--- config.mk ---
export PLATFORM = sky130hd
export DESIGN_NAME = systolic_ctrl
export DESIGN_NICKNAME = d
export VERILOG_FILES = /design/src/rtl/systolic_ctrl.sv
export SDC_FILE = /design/constraint.sdc
export NUM_CORES = 1
export LEC_CHECK = 0
export CAP_MARGIN = 10
export CELL_PAD_IN_SITES_DETAIL_PLACEMENT = 1
export CELL_PAD_IN_SITES_GLOBAL_PLACEMENT = 2
export CORE_AREA = 2 2 103 105
export CTS_BUF_LIST = sky130_fd_sc_hd__clkbuf_4
export CTS_CLUSTER_DIAMETER = 30
export DETAILED_ROUTE_END_ITERATION = 8
export DIE_AREA = 0 0 105 107
export GPL_ROUTABILITY_DRIVEN = 0
export PLACE_DENSITY_LB_ADDON = 0.1
export SYNTH_ARGS = -nofsm -noshare
export SYNTH_HDL_FRONTEND = slang
export SYNTH_SLANG_ARGS = --single-unit
--- constraint.sdc ---
create_clock -name clk -period 3.8 [get_ports clk]
set_input_delay 1.14 -clock clk [delete_from_list [all_inputs] [get_ports clk]]
set_output_delay 1.14 -clock clk [all_outputs]
set_load 0.01 [all_outputs]
--- src/rtl/systolic_ctrl.sv ---
// systolic_ctrl: weight-stationary systolic array sequencer.
// Loads a weight tile (LOAD_W), streams N skewed activation vectors
// (COMPUTE), then flushes the array (DRAIN) and pulses done.
// Ports: clk, reset (async, active-low), start/n_vec/reuse_w job request;
// busy/done status; w_rd_*/a_rd_* buffer reads; top_sel, pe_mux_ctrl,
// pe_weight_we PE controls; act_valid per row, res_valid per column.
// Optional: SA_CTRL_WREUSE_EN enables reuse_w (skip weight load).
module systolic_ctrl #(
  parameter int ROWS  = 4,
  parameter int COLS  = 4,
  parameter int VEC_W = 8
) (
  input  logic                    clk,
  input  logic                    reset,
  input  logic                    start,
  input  logic [VEC_W-1:0]        n_vec,
  input  logic                    reuse_w,
  output logic                    busy,
  output logic                    done,
  output logic                    w_rd_en,
  output logic [$clog2(ROWS)-1:0] w_rd_addr,
  output logic                    a_rd_en,
  output logic [VEC_W-1:0]        a_rd_addr,
  output logic                    top_sel,
  output logic                    pe_mux_ctrl,
  output logic                    pe_weight_we,
  output logic [ROWS-1:0]         act_valid,
  output logic [COLS-1:0]         res_valid
);

  localparam int AW = $clog2(ROWS);
  // t reaches N+ROWS+COLS-2 at most; one spare bit keeps it wrap-free
  localparam int TW = VEC_W + $clog2(ROWS + COLS) + 1;
  localparam logic [TW-1:0] LAST_LOAD  = TW'(ROWS - 1);
  localparam logic [TW-1:0] DRAIN_SPAN = TW'(ROWS + COLS - 2);
  localparam logic [TW-1:0] ONE        = TW'(1);

  typedef enum logic [2:0] {
    IDLE, LOAD_W, COMPUTE, DRAIN, DONE
  } state_t;

  state_t           state, state_nx;
  logic [TW-1:0]    t, t_nx;
  logic [VEC_W-1:0] n_q, n_nx;
  logic [TW-1:0]    n_ext;
  logic             use_reuse;

  assign n_ext = TW'(n_q);

`ifdef SA_CTRL_WREUSE_EN
  assign use_reuse = reuse_w;
`else
  logic unused_reuse_w;
  assign use_reuse      = 1'b0;
  assign unused_reuse_w = reuse_w;
`endif

  always_ff @(posedge clk or negedge reset) begin
    if (!reset) begin
      state <= IDLE;
      t     <= '0;
      n_q   <= '0;
    end else begin
      state <= state_nx;
      t     <= t_nx;
      n_q   <= n_nx;
    end
  end

  always_comb begin
    state_nx = state;
    t_nx     = t;
    n_nx     = n_q;
    unique case (state)
      IDLE: begin
        if (start) begin
          n_nx = n_vec;
          t_nx = '0;
          if (use_reuse) begin
            state_nx = (n_vec == '0) ? DONE : COMPUTE;
          end else begin
            state_nx = LOAD_W;
          end
        end
      end
      LOAD_W: begin
        if (t == LAST_LOAD) begin
          t_nx     = '0;
          state_nx = (n_q == '0) ? DONE : COMPUTE;
        end else begin
          t_nx = t + ONE;
        end
      end
      COMPUTE: begin
        // t runs on into DRAIN so the skew windows stay contiguous
        t_nx = t + ONE;
        if (t == n_ext - ONE) state_nx = DRAIN;
      end
      DRAIN: begin
        if (t == n_ext + DRAIN_SPAN) begin
          t_nx     = '0;
          state_nx = DONE;
        end else begin
          t_nx = t + ONE;
        end
      end
      DONE: begin
        t_nx     = '0;
        state_nx = IDLE;
      end
      default: begin
        t_nx     = '0;
        state_nx = IDLE;
      end
    endcase
  end

  always_comb begin
    busy         = (state != IDLE);
    done         = 1'b0;
    w_rd_en      = 1'b0;
    w_rd_addr    = '0;
    a_rd_en      = 1'b0;
    a_rd_addr    = '0;
    top_sel      = 1'b0;
    pe_mux_ctrl  = 1'b0;
    pe_weight_we = 1'b0;
    act_valid    = '0;
    res_valid    = '0;
    unique case (state)
      LOAD_W: begin
        // bottom row first so row r holds weight r after ROWS shifts
        w_rd_en      = 1'b1;
        w_rd_addr    = AW'(LAST_LOAD - t);
        top_sel      = 1'b1;
        pe_mux_ctrl  = 1'b1;
        pe_weight_we = (t == LAST_LOAD);
      end
      COMPUTE: begin
        a_rd_en   = 1'b1;
        a_rd_addr = t[VEC_W-1:0];
      end
      DONE: done = 1'b1;
      default: ;
    endcase
    if (state == COMPUTE || state == DRAIN) begin
      for (int r = 0; r < ROWS; r++) begin
        act_valid[r] = (t >= TW'(r)) && (t < TW'(r) + n_ext);
      end
      for (int c = 0; c < COLS; c++) begin
        res_valid[c] = (t >= TW'(ROWS + c)) &&
                       (t < TW'(ROWS + c) + n_ext);
      end
    end
  end

endmodule

==> impl_metrics.csv <==
group,metric,value,unit
floorplan,pin_count,37,
global_routing,antenna_found_initial,0,
sta,rsz0062_at_grt,"yes",
worst_setup_path,r2r_slack,0.43,ns
cts,cts_tree,"built",
power,power_switching,1.99,mW
worst_setup_path,path_class,"reg -> out",
floorplan,die_width,105,um
sta,hold_violations,0,
run_status,violations,"negative setup slack",
power,p_int,2.06,mW
worst_hold_path,hp-start,"t[11]",
drt,ant_nets,0,
worst_setup_path,critPathSlowestCell,"dfrtp_1",
worst_setup_path,rr_startpoint,"n_q[1]",
floorplan,rows,37,
sta,fin_hold_ws,0.607,ns
placed_design,portBuffers,35,
worst_setup_path,worstPathArrival,2.79,ns
drt,routed_wl,13800,um
worst_hold_path,hold_depth,2,
sta,finalMaxSlewViolations,0,
finish,drive_gt1_frac,0.299,
power,switching_share,0.492,
synthesis,ys_types,52,
cts,clk_latency,0.33,ns
worst_setup_path,path_cells,"buf_4 > ha_2 > a21oi_2 > nor2_2 > xnor2_1 > ha_2 > a2111oi_4 > nand3_2 > a2111oi_4 > buf_2",
synthesis,synth_area,3550,um^2
finish,areaGrowthSynthToFinish,42.9,%
run_status,status,"complete, but fails checks",
cts,cts_made_buffers,3,
synthesis,async_flop_share,1.00,
drt,num_vias,3662,
worst_hold_path,hold_path_class,"reg -> reg",
power,p_per_area,799,nW/um^2
worst_setup_path,worstSetupEndpointType,"output pin",
synthesis,synth_ff_type,"dfrtp_1",
sta,finalCritPeriodShare,1.03,
floorplan,start_util,0.352,
drt,wl_per_cell,20.5,um
placed_design,pre_cts_slack,-0.504,ns
synthesis,avgSynthCellArea,8.21,um^2
sta,clock.fmax,255,MHz
global_routing,gr-total-overflow,0,
cts,cts-root-buf,"clkbuf_4",
power,p_leak,2.26,nW
drt,drtIter0Drc,104,
placed_design,hpwlAfterDp,10500,um
finish,fill_cells,1223,
synthesis,synth_edf_count,0,
cts,cts_hold_buf,0,
global_routing,grt_use_total,0.248,
synthesis,synthCells,433,
cts,clock-sinks,23,
sta,max_slew_margin,0.539,
sta,min_period,3.93,ns
power,ir_drop,0.375,mV
sta,setup-violations-final,4,
cts,cts_buffer_depth,2,
cts,htree_levels,1,
synthesis,yosysWarnings,0,
global_routing,grt_max_degree,24,
power,p_comb_frac,0.865,
finish,fin_nets,627,
drt,dr.pass1.iters,4,
worst_setup_path,reg2reg_to,"t[3]",
power,seq_power_share,0.104,
flow_run,maxCapViolCount,0,
floorplan,die_area,11200,um^2
cts,clk_pin_slew,0.15,ns
worst_setup_path,rr_worst_depth,12,
synthesis,synth-seq-area-share,0.162,
worst_setup_path,start_kind,"register",
sta,clock_skew,0.00346,ns
drt,vias_per_cell,5.43,
worst_setup_path,critPathMaxFanout,3,
finish,diodes,0,
sta,fin_ws,-0.125,ns
synthesis,ys_ff_latch,23,
global_routing,grt_pass1_vias,4057,
floorplan,fp.dieH,107,um
worst_hold_path,worstHoldEndpoint,"t[11]",
sta,max_slew.worst_pin.slew,0.691,ns
synthesis,synth_nets,521,
floorplan,core,10100,um^2
global_routing,grt_pass1_wl,21600,um
drt,drc_errors,0,
power,clkPwrFrac,0.031,
worst_setup_path,slowest_delay,0.41,ns
worst_setup_path,worstPathRequired,2.66,ns
## placed cells by master, fill, tap and decap left out, types with 4 or more instances in the layout
cell type,count
a2111oi_4,5
a21o_1,4
a21oi_1,5
a21oi_2,7
and2_1,8
buf_4,76
buf_6,5
clkdlybuf4s50_1,27
dfrtp_1,18
dfrtp_2,5
ha_1,65
ha_2,5
ha_4,6
inv_1,14
inv_2,4
nand2_1,33
nand2b_1,14
nand3_1,13
nand4_1,6
nor2_1,31
nor2_2,4
nor2b_1,5
nor3_1,12
o21a_1,9
o21ai_0,19
or3_1,5
xnor2_1,43
xor2_1,7
## layout make-up
cell class                      count  area (um^2)  share of cell area
Clock buffer                        3         22.5             0.00444
Clock inverter                      1         5.00            0.000986
Inverter                           20         80.1              0.0158
Timing Repair Buffer              120         1040               0.205
Tap cell                          136          170              0.0335
Sequential cell                    23          582               0.115
Multi-Input combinational cell    371         3180               0.626
## flip-flops by register name (all words and copies together), names as in the netlist
| name | cells |
|---|---|
| n_q | 8 |
| state | 3 |
| t | 12 |
## repair_timing
action,CTS,global route
resized for setup,74,38
pin swaps,17,22
setup endpoints to repair,9,8
buffers inserted,8,3
## per-stage QoR
| stage | cell area (um^2) | TNS (ns) | std cells | power, mW | util |
|---|---|---|---|---|---|
| after floorplan | 3550 | 0 | 433 | 2.07 | - |
| after global placement | 4560 | -1.28 | 659 | 3.30 | 0.452 |
| after detailed placement | 4560 | -1.58 | 659 | 3.38 | 0.452 |
| after CTS | 4880 | -0.278 | 671 | 3.84 | 0.483 |
| after global routing | 5080 | -1.05 | 674 | 4.40 | 0.503 |
| final | 5080 | -0.249 | 674 | 4.05 | 0.503 |
## worst max path at each step
| stage | from | endpoint | slack (ns) | cells past startpoint |
|---|---|---|---|---|
| after global placement | n_q[2] | res_valid[1] | -0.38 | 11 |
| after CTS | n_q[1] | res_valid[1] | -0.15 | 10 |
| after detailed placement | n_q[1] | res_valid[1] | -0.50 | 10 |
| final | n_q[2] | res_valid[1] | -0.13 | 10 |
| after global routing | n_q[3] | res_valid[1] | -0.24 | 9 |
| after floorplan | n_q[2] | res_valid[1] | 0.006 | 9 |
## cell usage after synthesis, types with 2 or more instances
library cell,count,area (um^2)
nor2_1,37,139
o21bai_1,2,15.0
dfrtp_1,23,576
a31oi_1,3,18.8
and2_1,8,50.1
o211a_1,2,20.0
buf_1,2,7.51
a2111oi_0,8,70.1
o22ai_1,2,12.5
buf_4,2,15.0
a21oi_1,13,65.1
inv_1,17,63.8
o21ai_0,21,105
clkbuf_1,13,48.8
a21boi_0,2,15.0
nor4b_1,2,17.5
nor3_1,15,75.1
o21a_1,9,67.6
nor2b_1,7,43.8
a211oi_1,6,45.0
nand4_1,6,37.5
nand3_1,14,70.1
or3_1,6,37.5
xnor2_1,45,394
ha_1,76,951
nor4_4,2,42.5
and3_1,3,18.8
a21o_1,4,30.0
inv_2,3,11.3
o211ai_1,3,22.5
buf_2,2,10.0
nor3b_1,2,15.0
nand2_1,34,128
xor2_1,7,61.3
nand2b_1,15,93.8
## routing by layer
layer	wire (um)	track usage	share of wire
met5	0	0	0
met4	391	0.0876	0.028
met3	298	0.0201	0.022
met2	7220	0.478	0.52
met1	5880	0.286	0.43
## logic make-up after synthesis
logic type,count (synthesis),synth area share
fa+ha+maj,76,0.268
xor+xnor,52,0.128
mux,1,0.00282
simple gates,158,0.235
compound gates,84,0.160
flops,23,0.162
buf+inv,39,0.0440
## power by group through the flow
stage | logic (mW) | clock network (mW) | registers [mW]
finish | 3.51 | 0.126 | 0.421
global placement | 2.87 | 0 | 0.423
global route | 3.83 | 0.139 | 0.432
CTS | 3.29 | 0.128 | 0.420
detailed placement | 2.95 | 0 | 0.424
floorplan | 1.66 | 0 | 0.408
## critical path: cells and delay by family, from the launching register on
family,cells,cell delay (ns)
simple gates,2,0.20
fa+ha+maj,2,0.46
flops,1,0.41
xor+xnor,1,0.13
compound gates,3,0.92
buf+inv,2,0.34
(Power assumes the default switching activity.)
